--- src/rtl/ram_stream_reader.sv ---
// Burst reader: streams len words from a registered-output RAM starting at base.
// Optional out_last sideband is enabled by defining RAM_STREAM_READER_LAST_EN.
module ram_stream_reader #(
  parameter int D = 4,
  parameter int W = 8
) (
  input  logic         clk,
  input  logic         rst,
  input  logic         start,
  input  logic [D-1:0] base,
  input  logic [D:0]   len,
  output logic         busy,
  output logic         done,
  output logic         ram_re,
  output logic [D-1:0] ram_addr,
  input  logic [W-1:0] ram_rdata,
  output logic         out_valid,
  output logic [W-1:0] out_data,
  input  logic         out_ready
`ifdef RAM_STREAM_READER_LAST_EN
  ,
  output logic         out_last
`endif
);

  typedef enum logic [1:0] {
    IDLE,
    READ,
    DRAIN
  } state_t;

  state_t state_q, state_d;
  logic [D-1:0] addr_q, addr_d;
  logic [D:0] cnt_q, cnt_d;
  logic infl_q, infl_d;
  logic [1:0][W-1:0] data_q, data_d;
  logic wptr_q, wptr_d;
  logic rptr_q, rptr_d;
  logic [1:0] occ_q, occ_d;
  logic pop;
  logic [1:0] pend;
`ifdef RAM_STREAM_READER_LAST_EN
  logic [1:0] lastf_q, lastf_d;
  logic infl_last_q, infl_last_d;
`endif

  always_comb begin
    state_d = state_q;
    addr_d = addr_q;
    cnt_d = cnt_q;
    infl_d = 1'b0;
    data_d = data_q;
    wptr_d = wptr_q;
    rptr_d = rptr_q;
    ram_re = 1'b0;
    done = 1'b0;
`ifdef RAM_STREAM_READER_LAST_EN
    lastf_d = lastf_q;
    infl_last_d = 1'b0;
`endif
    pop = (occ_q != 2'd0) && out_ready;
    // words already owed to the FIFO, counting a pop happening now
    pend = occ_q + {1'b0, infl_q} - {1'b0, pop};
    unique case (state_q)
      IDLE: begin
        if (start) begin
          addr_d = base;
          cnt_d = len;
          state_d = (len == '0) ? DRAIN : READ;
        end
      end
      READ: begin
        if (pend < 2'd2) begin
          ram_re = 1'b1;
          infl_d = 1'b1;
          addr_d = addr_q + 1'b1;
          cnt_d = cnt_q - 1'b1;
`ifdef RAM_STREAM_READER_LAST_EN
          infl_last_d = (cnt_q == (D+1)'(1));
`endif
          if (cnt_q == (D+1)'(1)) state_d = DRAIN;
        end
      end
      DRAIN: begin
        if (!infl_q && occ_q == 2'd0) begin
          state_d = IDLE;
          done = 1'b1;
        end
      end
      default: state_d = IDLE;
    endcase
    if (infl_q) begin
      data_d[wptr_q] = ram_rdata;
`ifdef RAM_STREAM_READER_LAST_EN
      lastf_d[wptr_q] = infl_last_q;
`endif
      wptr_d = ~wptr_q;
    end
    if (pop) rptr_d = ~rptr_q;
    occ_d = occ_q + {1'b0, infl_q} - {1'b0, pop};
  end

  always_ff @(posedge clk) begin
    if (rst) begin
      state_q <= IDLE;
      addr_q <= '0;
      cnt_q <= '0;
      infl_q <= 1'b0;
      data_q <= '0;
      wptr_q <= 1'b0;
      rptr_q <= 1'b0;
      occ_q <= 2'd0;
`ifdef RAM_STREAM_READER_LAST_EN
      lastf_q <= 2'b00;
      infl_last_q <= 1'b0;
`endif
    end else begin
      state_q <= state_d;
      addr_q <= addr_d;
      cnt_q <= cnt_d;
      infl_q <= infl_d;
      data_q <= data_d;
      wptr_q <= wptr_d;
      rptr_q <= rptr_d;
      occ_q <= occ_d;
`ifdef RAM_STREAM_READER_LAST_EN
      lastf_q <= lastf_d;
      infl_last_q <= infl_last_d;
`endif
    end
  end

  assign busy = (state_q != IDLE);
  assign ram_addr = addr_q;
  assign out_valid = (occ_q != 2'd0);
  assign out_data = data_q[rptr_q];
`ifdef RAM_STREAM_READER_LAST_EN
  assign out_last = out_valid & lastf_q[rptr_q];
`endif

endmodule

--- config.mk ---
export PLATFORM = sky130hd
export DESIGN_NAME = ram_stream_reader
export DESIGN_NICKNAME = d
export VERILOG_FILES = /design/src/rtl/ram_stream_reader.sv
export SDC_FILE = /design/constraint.sdc
export NUM_CORES = 1
export LEC_CHECK = 0
export ABC_AREA = 1
export BUFFER_PORTS_ARGS = -buffer_cell sky130_fd_sc_hd__buf_2
export CAP_MARGIN = 20
export CORE_MARGIN = 1.5
export CORE_UTILIZATION = 54
export CTS_BUF_LIST = sky130_fd_sc_hd__clkbuf_4
export CTS_CLUSTER_DIAMETER = 60
export DETAILED_ROUTE_END_ITERATION = 6
export PLACE_DENSITY = 0.78
export SYNTH_ARGS = -nofsm -noshare
export SYNTH_HDL_FRONTEND = slang
export SYNTH_SLANG_ARGS = --single-unit
--- constraint.sdc ---
create_clock -name clk -period 3.3 [get_ports clk]
set_clock_uncertainty 0.2 [all_clocks]
set_input_delay 0.165 -clock clk [delete_from_list [all_inputs] [get_ports clk]]
set_output_delay 0.165 -clock clk [all_outputs]
set_load 0.05 [all_outputs]
* Word level (Yosys, flattened, before mapping)
Index checks and enable logic that the tools add are counted.
Word-level totals: register bits after elaboration 32, output and inout bits 16, word-level logic and storage cells 59
Cells by class: add/sub/neg operators 4, order comparisons 4, equal/unequal tests 7, multiplexer cells 21, bitwise operators 2, reduce and logical (&&, ||, !) cells 12
Operator list (number):
- two-way mux 8 bit | 3
- bitwise mux 16 bit | 1
- two-way mux 2 bit | 5
- two-way mux 5 bit | 2
- one-hot mux 5 bit (2 select lines) | 1
- demux 8 bit (select 1 bit) | 1
- two-way mux 4 bit | 2
- inequality test 2 bit, second input constant | 4
- one-hot mux 4 bit (2 select lines) | 1
- one-hot mux 2 bit (3 select lines) | 1
- nonzero test 2 bit | 3
- equality test 5 x 1 -> 1 bit, second input constant | 1
- zero test 5 bit | 1
- subtractor 5 x 1 -> 5 bit, second input constant | 1
- adder 4 x 1 -> 4 bit, second input constant | 1
- zero test 2 bit | 2
- < comparator 1 x 2 -> 1 bit, second input constant | 2
- two-way mux 1 bit | 4
- AND reduction 4 bit | 1
- logical AND 1 bit | 3
- AND reduction 3 bit | 1
- adder 2 x 1 -> 2 bit | 1
- equality test 2 x 1 -> 1 bit, second input constant | 1
- equality test 2 bit, second input constant | 1
- 5 further kinds | 6

* Longest topological paths before layout
depth in word-level cells 6, depth in mapped cells 17

* Least setup slack after synthesis
Ideal clock, no wire load.
path type reg2out, start reg occ_q[1], end out ram_re, arrival time 2.361 ns, path slack 0.574 ns, cell stages (with the launch flop) 15, cell sequence dfxtp_1 inv_1 nand2_1 nand2_1 inv_1 ha_1 inv_1 ha_1 inv_1 nand2_1 nand2_1 nand2_1 nand2_1 inv_1 nor2_1
On the way: longest elaborated chain between the ends 6
RTL lines:
- start, declared | RTL line 39 | logic [1:0] occ_q, occ_d;
- start signal, assigned | RTL line 112 | occ_q <= 2'd0;
- start signal, assigned | RTL line 125 | occ_q <= occ_d;
- nonzero test 2 bit
- named net out_valid | RTL line 17 | output logic out_valid,
- logical AND 1 bit | RTL line 61 | pop = (occ_q != 2'd0) && out_ready;
- named net pop | RTL line 40 | logic pop;
- subtractor 2 x 1 -> 2 bit | RTL line 63 | pend = occ_q + {1'b0, infl_q} - {1'b0, pop};
- < comparator 2 bit | RTL line 73 | if (pend < 2'd2) begin
- two-way mux 1 bit | RTL line 73
- two-way mux 1 bit
- end, declared | RTL line 14 | output logic ram_re,
The timed path passes the listed nets, and every way through them passes these cells.

* Worst setup path after layout
start in out_ready, end reg addr_q[1] (netlist: ram_addr[1])
On the way: longest elaborated chain between the ends 5
RTL lines:
- start, declared | RTL line 19 | input logic out_ready
- logical AND 1 bit | RTL line 61
- named net pop | RTL line 40
- subtractor 2 x 1 -> 2 bit | RTL line 63
- < comparator 2 bit | RTL line 73
- inequality test 2 bit (no line)
- AND reduction 3 bit (no line)
- end signal, assigned | RTL line 119 | addr_q <= addr_d;
- end, declared | RTL line 33 | logic [D-1:0] addr_q, addr_d;
The timed path passes the listed nets, and every way through them passes these cells. A chain may end at the register's enable or synchronous reset.

==> impl_metrics.csv <==
group,metric,value,unit
outcome,outcome,"finished, final reports clean",
setup_path,crit_top_cell,"nand2_1",
logic_synthesis,synth_top_area_frac,0.383,
setup_path,startpoint,"out_ready",
logic_synthesis,synth.area.top_cells,"dfxtp_1 38%, nand2_1 16%, nor2_1 13%",
finish,diodes,0,
timing,slew_viol_final,0,
finish,nets,334,
setup_path,cp_data_arrival_time,2.74,ns
global_routing,grt_pass1_wl,6.33,mm
clock_network,cts_tree,"done",
placed_design,place_congestion,0.798,
floorplan,rows,20,
route,vias,1674,
power,power_density,864,nW/µm²
logic_synthesis,synth_ff_type,"dfxtp_1",
setup_path,crit_chain,"dlygate4sd3_1, buf_2, nand2_1, inv_1, ha_1, inv_1, ha_1, inv_1, nand2_1, nand2_1, nand2_1, nand3_2, nand3_4, nand2_2, a21oi_2, dlygate4sd3_1",
finish,layout.area.seq,641,µm²
route,avgRoutedWirePerCell,10.7,µm
floorplan,start_util,0.557,
timing,setup_ws,0.601,ns
timing,max_freq,370,MHz
placed_design,numPortBuffers,36,
global_routing,track_usage,0.241,
setup_path,cp.required,3.34,ns
power,p_leak,1.07,nW
logic_synthesis,ys_types,28,
clock_network,post_cts_resize_count,0,
setup_path,critPathLaunchType,"primary input",
floorplan,fp.dieW,58.7,µm
timing,tns,0,ns
finish,fillers,280,
timing,layout_min_cycle_time,2.70,ns
clock_network,path_clk_slew,0.10,ns
min_path,min_from,"base[2]",
route,drt_first_pass_iters,4,
setup_path,cp_slowest_cell,"dlygate4sd3_1",
global_routing,grt_max_degree,26,
route,drt_iter0_markers,57,
logic_synthesis,yosys_warnings,0,
placed_design,dp_hpwl,2.45,mm
logic_synthesis,synthesis.nets,283,
logic_synthesis,syn_area_per_cell,6.51,µm²
logic_synthesis,synth-seq-cells,32,
global_routing,antenna_found_initial,0,
timing,finalHoldViolCount,0,
logic_synthesis,yosysSeqAreaShare,0.383,
timing,slew_headroom,0.577,
power,p_seq_frac,0.326,
finish,drive_above_1_share,0.181,
floorplan,fp.dieH,58.7,µm
global_routing,grt_pass1_vias,1536,
floorplan,io_pins,37,
placed_design,pre_cts_ws,1.13,ns
timing,tightest_slew,0.634,ns
clock_network,postCtsSetupBuffers,0,
route,vias_per_cell,4.89,
power,combPwrFrac,0.550,
flow_run,maxCapViolCount,0,
clock_network,htreeDepth,2,
clock_network,cts_inserted_buffers,5,
clock_network,hold_buffers,15,
power,p_clk_frac,0.124,
power,p_int,0.857,mW
finish,final_util,0.683,
logic_synthesis,synth_edf_count,0,
clock_network,clkSinkCount,32,
power,netSwitchingPower,0.914,mW
setup_path,reg2reg_slack,0.61,ns
timing,period_share,0.818,
floorplan,dieArea,3440,µm²
min_path,hold_class,"in2reg",
power,p_total,1.77,mW
logic_synthesis,netlist_instances,257,
setup_path,path_max_fanout,15,
setup_path,path_class,"in2reg",
clock_network,cts-root-buf,"clkbuf_4",
setup_path,end_kind,"flop",
logic_synthesis,synth_top_area_cell,"dfxtp_1",
logic_synthesis,syn-cell-area,1670,µm²
power,irDropWorstVdd,448,µV
setup_path,timing.rr.start,"occ_q[1]",
clock_network,insertion_delay,0.34,ns
global_routing,grt_overflow,0,
route,drc,0,
timing,rsz0062_at_grt,"false",
finish,multi_input_area,881,µm²
finish,area_growth_syn_to_layout,22.5,%
timing,setup_viol,0,
power,p_sw_frac,0.516,
logic_synthesis,synthArstFlopShare,0,
route,antenna_left,0,
clock_network,clockBufferDepth,2,
setup_path,slowest_delay,0.55,ns
floorplan,core-area,3000,µm²
route,routed_wl,3.67,mm
timing,hold_slack,0.00946,ns
through the flow:
step                std cells  area (µm²)
global route              342        2050
detailed placement        319        1850
floorplan                 257        1670
global placement          319        1850
CTS                       342        2050
finish                    342        2050
cells by family (layout without fill, tap and decap cells):
family | count (synthesis) | after routing | synth area share
buffers and inverters | 35 | 87 | 0.0905
AOI/OAI and AO/OA | 30 | 30 | 0.0980
and+or+nand+nor | 154 | 154 | 0.386
DFF | 32 | 32 | 0.383
adders and majority gates | 5 | 5 | 0.0374
xor gates and xnor gates | 1 | 1 | 0.00524
worst max-delay path: cells and delay by family:
kind                       cells  cell delay, ns
AOI/OAI and AO/OA              1            0.05
adders and majority gates      2            0.44
buffers and inverters          6            1.37
and+or+nand+nor                7            0.73
power groups by stage:
stage / Sequential, mW / Combinational, mW / Clock [mW]
3_3_place_gp: 0.583 / 0.943 / 0
4_1_cts: 0.578 / 0.975 / 0.223
3_5_place_dp: 0.586 / 0.953 / 0
6_report: 0.578 / 0.974 / 0.219
5_1_grt: 0.592 / 1.10 / 0.236
2_1_floorplan: 0.638 / 0.740 / 0
final cells by class:
class / count / area share
timing repair buffer: 51 / 0.161
multi-input combinational: 190 / 0.430
tap: 33 / 0.0201
inverter: 28 / 0.0513
clock buffer: 5 / 0.0183
clock inverter: 3 / 0.00672
sequential: 32 / 0.313
layer usage:
| metal | vias to the layer above | global-route usage | routed length (µm) |
|---|---|---|---|
| li1 | 902 | - | - |
| met4 | 0 | 0.0942 | 66 |
| met2 | 37 | 0.429 | 1730 |
| met3 | 9 | 0.0681 | 163 |
| met5 | - | 0 | 0 |
| met1 | 726 | 0.273 | 1710 |
cells in the mapped netlist (3+ instances only):
library cell	count
a21oi_2	3
clkbuf_1	4
dfxtp_1	32
ha_1	5
inv_1	24
nand2_1	71
nand2_2	3
nand3_1	7
nand4_1	5
nor2_1	59
nor3_1	3
o21ai_0	22
registers in the layout, summed over array words and instances (netlist names):
register  count
data_q       16
cnt_q         5
ram_addr      4
occ_q         2
state_q       2
infl_q        1
rptr_q        1
wptr_q        1
placed cells by master (no fill, tap or decap), types with 2 or more instances in the layout:
cell            n
nor3_1          3
nand2_2         3
a21oi_2         3
dfxtp_1        32
clkinv_2        2
inv_1          24
o21ai_0        22
dlygate4sd3_1  15
nand3_1         7
ha_1            5
inv_2           2
clkbuf_4        5
nand2_1        71
clkinv_1        3
a21oi_1         2
nand4_1         5
nor2_1         59
buf_2          36
path summary, 6_finish.rpt:
path                                     to  cells past startpoint
worst min-delay path            ram_addr[2]                      5
worst max-delay path            ram_addr[1]                     16
worst min register to register   data_q[15]                      2
worst max register to register  ram_addr[1]                     16
No activity file was read; power rests on OpenSTA's default activity.
